File: config.mk
export PLATFORM = sky130hd
export DESIGN_NAME = de_lugish_exponentiation
export DESIGN_NICKNAME = d
export VERILOG_FILES = /design/src/rtl/de_lugish_exponentiation_pkg.sv /design/src/rtl/de_lugish_step.sv /design/src/rtl/de_lugish_exponentiation.sv
export SDC_FILE = /design/constraint.sdc
export NUM_CORES = 1
export LEC_CHECK = 0
export BUFFER_PORTS_ARGS = -buffer_cell sky130_fd_sc_hd__buf_2
export CAP_MARGIN = 20
export CELL_PAD_IN_SITES_DETAIL_PLACEMENT = 2
export CELL_PAD_IN_SITES_GLOBAL_PLACEMENT = 2
export CORE_MARGIN = 4
export CORE_UTILIZATION = 35
export DETAILED_ROUTE_END_ITERATION = 8
export GPL_ROUTABILITY_DRIVEN = 0
export PLACE_DENSITY = 0.9
export SYNTH_ARGS = -nofsm -noshare
export SYNTH_HDL_FRONTEND = slang
export SYNTH_SLANG_ARGS = --single-unit
File: constraint.sdc
create_clock -name clk -period 4.2 [get_ports clk]
set_clock_uncertainty 0.2 [all_clocks]
set_input_delay 0.84 -clock clk [delete_from_list [all_inputs] [get_ports clk]]
set_output_delay 0.84 -clock clk [all_outputs]
set_load 0.05 [all_outputs]
File: src/rtl/de_lugish_exponentiation_pkg.sv
// Shared parameters, state encoding and the log2(1+2^-i) constant table
// for the De Lugish base-2 exponential unit.
package de_lugish_exponentiation_pkg;

  localparam int X_BITS    = 8;
  localparam int Y_BITS    = 16;
  localparam int ITER      = Y_BITS - 1;
  localparam int W         = 24;
  // The accumulator carries two integer bits so an intermediate product can
  // never wrap before the final saturation stage sees it.
  localparam int A_BITS    = W + 2;
  localparam int I_BITS    = $clog2(ITER + 1);
  localparam int DROP_BITS = W - (Y_BITS - 1);

  localparam logic [A_BITS-1:0] A_ONE = A_BITS'(1) << W;

  typedef enum logic [1:0] {
    IDLE,
    BUSY,
    DONE
  } state_t;

  // round(log2(1 + 2^-i) * 2^W) for i = 1..ITER; entry 0 is never selected
  // during an iteration and is kept only so a 4-bit index covers the table.
  localparam logic [W-1:0] L_TABLE [ITER+1] = '{
    24'd0,
    24'd9814042,
    24'd5401057,
    24'd2850868,
    24'd1467383,
    24'd744810,
    24'd375270,
    24'd188362,
    24'd94364,
    24'd47228,
    24'd23626,
    24'd11816,
    24'd5909,
    24'd2954,
    24'd1477,
    24'd739
  };

endpackage

File: src/rtl/de_lugish_step.sv
// One combinational shift-and-add iteration: conditionally retire L_i from
// the residual and multiply the accumulator by (1 + 2^-i).
module de_lugish_step
  import de_lugish_exponentiation_pkg::*;
(
  input  logic [W-1:0]      r_i,
  input  logic [A_BITS-1:0] a_i,
  input  logic [I_BITS-1:0] idx_i,
  output logic [W-1:0]      r_o,
  output logic [A_BITS-1:0] a_o
);

  logic [W-1:0] lConst;

  // Compare the residual against L_i and apply the subtract / shift-add pair
  // only when the residual can absorb it, keeping r non-negative throughout.
  always_comb begin
    lConst = L_TABLE[idx_i];
    r_o    = r_i;
    a_o    = a_i;
    if (r_i >= lConst) begin
      r_o = r_i - lConst;
      a_o = a_i + (a_i >> idx_i);
    end
  end

endmodule

File: src/rtl/de_lugish_exponentiation.sv
// Iterative y = 2^x converter (U0.8 in, U1.15 out) with ready/valid on both
// sides; one De Lugish iteration per clock, then a rounding/output stage.
module de_lugish_exponentiation
  import de_lugish_exponentiation_pkg::*;
(
  input  logic              clk,
  input  logic              rstn,
  input  logic [X_BITS-1:0] data_in,
  input  logic              data_in_valid,
  output logic              data_in_enable,
  output logic [Y_BITS-1:0] data_out,
  output logic              data_out_valid,
  input  logic              data_out_enable
);

  state_t              state_q, state_d;
  logic [W-1:0]        residual_q, residual_d;
  logic [A_BITS-1:0]   accum_q, accum_d;
  logic [I_BITS-1:0]   iterIdx_q, iterIdx_d;
  logic [Y_BITS-1:0]   outData_q, outData_d;
  logic                outValid_q, outValid_d;

  logic [W-1:0]        stepR;
  logic [A_BITS-1:0]   stepA;
  logic [A_BITS:0]     roundSum;
  logic [A_BITS:0]     roundShift;
  logic [Y_BITS-1:0]   roundedOut;

  de_lugish_step u_step (
    .r_i   (residual_q),
    .a_i   (accum_q),
    .idx_i (iterIdx_q),
    .r_o   (stepR),
    .a_o   (stepA)
  );

  // Round the accumulator to 15 fractional bits (half-up) and clamp to
  // all-ones if the rounding would carry into the integer bit above U1.15.
  always_comb begin
    roundSum   = {1'b0, accum_q} + ((A_BITS + 1)'(1) << (DROP_BITS - 1));
    roundShift = roundSum >> DROP_BITS;
    if (|roundShift[A_BITS:Y_BITS]) begin
      roundedOut = '1;
    end else begin
      roundedOut = roundShift[Y_BITS-1:0];
    end
  end

  // Next-state and datapath control. DONE spends its first cycle latching the
  // rounded result, then holds it with valid high until the consumer takes it.
  always_comb begin
    state_d    = state_q;
    residual_d = residual_q;
    accum_d    = accum_q;
    iterIdx_d  = iterIdx_q;
    outData_d  = outData_q;
    outValid_d = outValid_q;
    case (state_q)
      IDLE: begin
        if (data_in_valid) begin
          residual_d = {data_in, {(W - X_BITS){1'b0}}};
          accum_d    = A_ONE;
          iterIdx_d  = I_BITS'(1);
          state_d    = BUSY;
        end
      end
      BUSY: begin
        residual_d = stepR;
        accum_d    = stepA;
        iterIdx_d  = iterIdx_q + 1'b1;
        if (iterIdx_q == I_BITS'(ITER)) begin
          iterIdx_d = '0;
          state_d   = DONE;
        end
      end
      DONE: begin
        if (!outValid_q) begin
          outData_d  = roundedOut;
          outValid_d = 1'b1;
        end else if (data_out_enable) begin
          outValid_d = 1'b0;
          state_d    = IDLE;
        end
      end
      default: begin
        state_d = IDLE;
      end
    endcase
  end

  // State and datapath registers; reset aborts any computation in flight.
  always_ff @(posedge clk or posedge rstn) begin
    if (rstn) begin
      state_q    <= IDLE;
      residual_q <= '0;
      accum_q    <= '0;
      iterIdx_q  <= '0;
      outData_q  <= '0;
      outValid_q <= 1'b0;
    end else begin
      state_q    <= state_d;
      residual_q <= residual_d;
      accum_q    <= accum_d;
      iterIdx_q  <= iterIdx_d;
      outData_q  <= outData_d;
      outValid_q <= outValid_d;
    end
  end

  assign data_in_enable = (state_q == IDLE);
  assign data_out_valid = outValid_q;
  assign data_out       = outData_q;

endmodule

Yosys cells after proc, flatten, opt, wreduce, memory -nomap -nowiden --
Memory sizes are Yosys's and may differ from the RTL's. Cells that the tools add are included.
Operators by class: $add $sub $neg 4, $lt $le $gt $ge 2, equality and inequality tests 8, shift-type cells 1, muxes and demuxes 19, bitwise gates (word level) 2, reduce and logical (&&, ||, !) cells 7
Operators with widths (count):
- 2-to-1 mux 24 bit | 4
- 2-to-1 mux 26 bit | 2
- case mux 26 bit (2 select lines) | 1
- case mux 24 bit (2 select lines) | 1
- adder 26 x 9 -> 27 bit (second input constant) | 1
- adder 26 bit | 1
- >> shifter 26 x 4 -> 26 bit | 1
- >= comparator 24 bit | 1
- subtractor 24 bit | 1
- 2-to-1 mux 16 bit | 1
- 2-to-1 mux 2 bit | 4
- 2-to-1 mux 4 bit | 2
- inequality test 2 bit (second input constant) | 4
- case mux 4 bit (2 select lines) | 1
- case mux 2 bit (3 select lines) | 1
- >= comparator 5 bit (second input constant) | 1
- NOT 4 -> 5 bit | 1
- adder 4 x 1 -> 4 bit (second input constant) | 1
- equality test 4 bit (second input constant) | 1
- AND reduction 2 bit | 2
- AND reduction 4 bit | 1
- AND reduction 3 bit | 1
- equality test 2 x 1 -> 1 bit (second input constant) | 1
- equality test 2 bit (second input constant) | 1
- other kinds (6) | 7
Word-level totals: flip-flop bits (word level) 73, bits in read-only memories 384, output and inout bits 18, logic and storage cells 50, memories kept 1
Memories:
- (name not given) | words 16, width 24, read ports 1, clocked after memory_dff 0, wr ports 0, RTL line de_lugish_step.sv:18 | lConst = L_TABLE[idx_i];

Logic depth before layout (Yosys ltp) --
depth after elaboration 7, mapped depth 19

Hierarchy --
From an unflattened synthesis, not the netlist that was laid out.
Second synthesis, totals: cell total of the unflattened synthesis 989, area total of the unflattened synthesis 7905.1 µm²
Modules (own cells, without submodules):
- de_lugish_step | times used 1, cells an instance 688, area each 4554.4 µm²
- de_lugish_exponentiation | times used 1, cells an instance 301, area each 3350.7 µm²

Worst setup path before layout --
No wires, ideal clock.
path type register -> register, from register iterIdx_q[1], to register accum_q[23], library setup time 121 ps, data arrival time 3780 ps, data required time 3879 ps, path slack 99 ps, stages on the path, launching flop included 17, buffers on the path 4, period minus slack after synthesis 4101 ps, cells stage by stage dfrtp_1 buf_2 buf_1 clkbuf_1 mux4_2 a21oi_1 nor2_1 ha_1 and2_1 clkbuf_1 a221o_1 a21o_1 a211oi_1 nor2_1 a211oi_1 xor2_1 o21ai_1
Between the ends: word-level cells in the longest chain between the ends 7, elaborated cells on any way between the ends 11, classes of those cells add/sub (1); order compare (1); eq/ne (1); shift (1); mux (4); bitwise (1); reduce/logical (1); memory (1)
RTL lines:
- from (decl) | RTL line de_lugish_exponentiation.sv:19 | logic [I_BITS-1:0] iterIdx_q, iterIdx_d;
- from (signal assigned) | RTL line de_lugish_exponentiation.sv:104 | iterIdx_q <= iterIdx_d;
- NOT 4 -> 5 bit (not written as such) | RTL line de_lugish_step.sv:18
- memory (16 x 24 bit)
- 2-to-1 mux 24 bit (not written as such) (2 in series) | RTL line de_lugish_step.sv:18
- >= comparator 24 bit | RTL line de_lugish_step.sv:21 | if (r_i >= lConst) begin
- inequality test 2 x 1 -> 1 bit (no source line)
- AND reduction 3 bit (no source line)
- to (signal assigned) | RTL line de_lugish_exponentiation.sv:103 | accum_q <= accum_d;
- to (decl) | RTL line de_lugish_exponentiation.sv:18 | logic [A_BITS-1:0] accum_q, accum_d;
Parallel ways exist; a longest one is shown, timed or not. The select of a mux whose other input is x is not followed. A chain may end at the register's enable or synchronous reset.

Worst setup path after layout --
Ends and elaborated chain as after synthesis.

==> results.cfg <==
[run_status]
status = finished, violations left
violations = negative setup slack

[cells_and_area]
fill_cells = 2297
area_delta_synth_final_pct = 16.7
fin_util_pct = 42.0
final_common_cell = nand2_1
antenna_cells = 0
layout.nets = 1028
final_cell_mix = 110 x nand2_1, 90 x nor2_1, 86 x a21oi_1, 70 x dfrtp_1, 53 x ha_1
final_cells = 1230
drive_above_1_share_pct = 18.9

[worst_setup_path]
end_kind = flop
slowest_delay_ns = 0.44
cp_data_required_time_ns = 4.22
crit_slowest_cell = dfrtp_2
r2r_end = accum_q[23]
startpoint_type = flop
reg2reg_depth = 17
regToRegSetupSlack_ns = -0.13
arrival_ns = 4.35
path_class = reg -> reg
path_cells = buf_12, buf_4, mux2i_2, nand2_1, o21ai_0, a21oi_1, o21ai_1, inv_1, ha_1, a211oi_2, o211ai_1, nand3b_1, a311oi_4, or2_4, a211oi_2, xor2_1, o21ai_1
crit_start = iterIdx_q[1]
path_max_fanout = 14
r2r_start = iterIdx_q[1]
endpoint = accum_q[23]

[timing]
period_needed_ns = 4.33
fin_ws_ns = -0.131
tightest_slew_ns = 0.744
slew_viol_final = 0
setup_viol = 5
min_period_over_period_pct = 103
rsz0062_at_grt = true
hold_violations = 0
max_freq_ghz = 0.231
hold_slack_ns = 0.294
relSlewSlack_pct = 50.3

[clocking]
cts-root-buf = clkbuf_16
h-tree-depth = 3
insertion_delay_ns = 0.36
cts_hold_buf = 0
cts_buffers = 9
clkSinkCount = 73
cts_max_path_buffers = 2
path_clk_slew_ns = 0.07
cts_tree = built

[placement]
io_buffer_count = 29
pre_cts_slack_ns = -0.209
placedCellCount = 1203
dp_hpwl_um = 21300

[die]
io_pins = 30
rows = 52
die_area_sq_um = 23500
chipWidth_um = 153
core_sq_um = 20500
start_util_pct = 36.0
die_h_um = 153

[drt]
maxUsedRoutingLayer = met4
met2_length_um = 17100
drc = 0
dr_wl_met3_um = 1300
ant_nets = 0
wl_um = 32800
firstDrtPassIters = 5
via_count = 7657
dr.first_iter.drc_count = 506
drt-vias-per-instance = 6.23
wl_met1_um = 12800
drt-wirelength-per-cell_um = 26.7

[min_path]
min_path_type = reg -> reg

[synthesis]
ys_ff_latch = 73
syn_inst = 922
yosys-top-cells-area = dfrtp_1 25%, ha_1 10%, a21oi_1 5.9%
synth_flop_cell = dfrtp_1
synth_top_area_cell = dfrtp_1
synth-edff-count = 0
synthArstFlopShare_pct = 100
syn_nets = 995
ys_warn_count = 0
syn_avg_cell_area_sq_um = 8.00
ys_types = 67
synth_top_area_share_pct = 24.8
syn_area_sq_um = 7380
yosysSeqAreaShare_pct = 24.8

[grt]
grt_pass1_vias = 8220
gr-usage-all-layers_pct = 23.8
antenna_found_initial = 0
grt_start_max_net_pins = 45
grt_first_pass_wirelength_um = 45200
globalRouteOverflowTotal = 0

[run]
drv_cap = 0
[worst max-delay path, delay by kind of cell, from the launching register on]
kind | cells | cell delay, ns
AO/OA/AOI/OAI | 8 | 1.54
multiplexers | 1 | 0.36
XOR/XNOR | 1 | 0.22
adder cells (fa/ha/maj) | 1 | 0.32
buffers and inverters | 3 | 0.39
AND/OR/NAND/NOR | 3 | 0.71
flip-flops | 1 | 0.44
[logic make-up (layout without fill, tap and decap cells)]
| family | after synthesis | count (layout) | synth area share [%] |
|---|---|---|---|
| DFF | 73 | 73 | 24.8 |
| buffers and inverters | 90 | 128 | 5.22 |
| xor gates and xnor gates | 50 | 50 | 5.94 |
| and+or+nand+nor | 295 | 295 | 18.0 |
| AOI/OAI and AO/OA | 311 | 311 | 28.5 |
| adders and majority gates | 61 | 61 | 10.6 |
| muxes | 42 | 42 | 6.99 |
[through the flow]
stage	instance area, sq um	TNS (ns)
after global placement	7980	0
after detailed placement	7980	-0.693
after floorplan	7380	0
final	8610	-0.392
after CTS	8340	-0.00217
after global routing	8610	-2.05
[state kept, by name, indices dropped and copies added (netlist names)]
signal and count:
accum_q 26, data_out 16, data_out_valid 1, iterIdx_q 4, residual_q 24, state_q 2
[area by class of cell]
type	count	area (sq um)	share of cell area, %
multi-input cells	759	5330	61.9
flip-flops and latches	73	1830	21.3
repair buffers	85	676	7.85
well taps	270	338	3.93
clock buffers	11	253	2.94
inverters	27	103	1.19
clock inverters	5	77.6	0.901
[timing repair]
action | 4_1_cts | 5_1_grt
resized for setup | 11 | 35
gates cloned | 0 | 3
buffers inserted | 0 | 8
endpoints found under the setup margin | 24 | 42
pin swaps | 0 | 9
[metal layers]
layer / track usage [%] / up-vias
li1: - / 3390
met1: 27.5 / 3898
met2: 44.5 / 251
met3: 3.05 / 118
met4: 9.04 / 0
met5: 0 / -
[synth_stat cells, drive strengths merged, types with 3 or more instances]
| library cell | instances |
|---|---|
| o21ai | 70 |
| and2 | 11 |
| and3 | 4 |
| xnor2 | 31 |
| a21oi | 87 |
| mux4 | 7 |
| and4 | 3 |
| nor2b | 13 |
| or2 | 6 |
| nand2b | 9 |
| o31ai | 24 |
| nand2 | 110 |
| a32o | 3 |
| a22o | 3 |
| a31oi | 17 |
| o211ai | 6 |
| nand3 | 18 |
| nor2 | 90 |
| mux2 | 6 |
| dfrtp | 73 |
| o21bai | 3 |
| nand4 | 11 |
| a21o | 31 |
| ha | 59 |
| xor2 | 19 |
| o22ai | 8 |
| o41ai | 4 |
| mux2i | 29 |
| buf | 22 |
| nor3 | 11 |
| o31a | 4 |
| clkbuf | 41 |
| o21a | 14 |
| inv | 27 |
| a211oi | 16 |
| a21boi | 3 |
[worst min path at each step]
| stage | from | to | slack, ns | cells after the start |
|---|---|---|---|---|
| after floorplan | residual_q[2] | residual_q[2] | 0.25 | 2 |
| after global placement | residual_q[0] | residual_q[0] | 0.27 | 2 |
| after detailed placement | residual_q[19] | residual_q[19] | 0.28 | 2 |
| after CTS | residual_q[19] | residual_q[19] | 0.30 | 2 |
| after global routing | residual_q[4] | residual_q[4] | 0.32 | 1 |
| final | residual_q[22] | residual_q[22] | 0.29 | 2 |
Power is left out: the tool's default activity adds up to more than one toggle a clock period on the data nets, which glitch-free logic cannot reach.
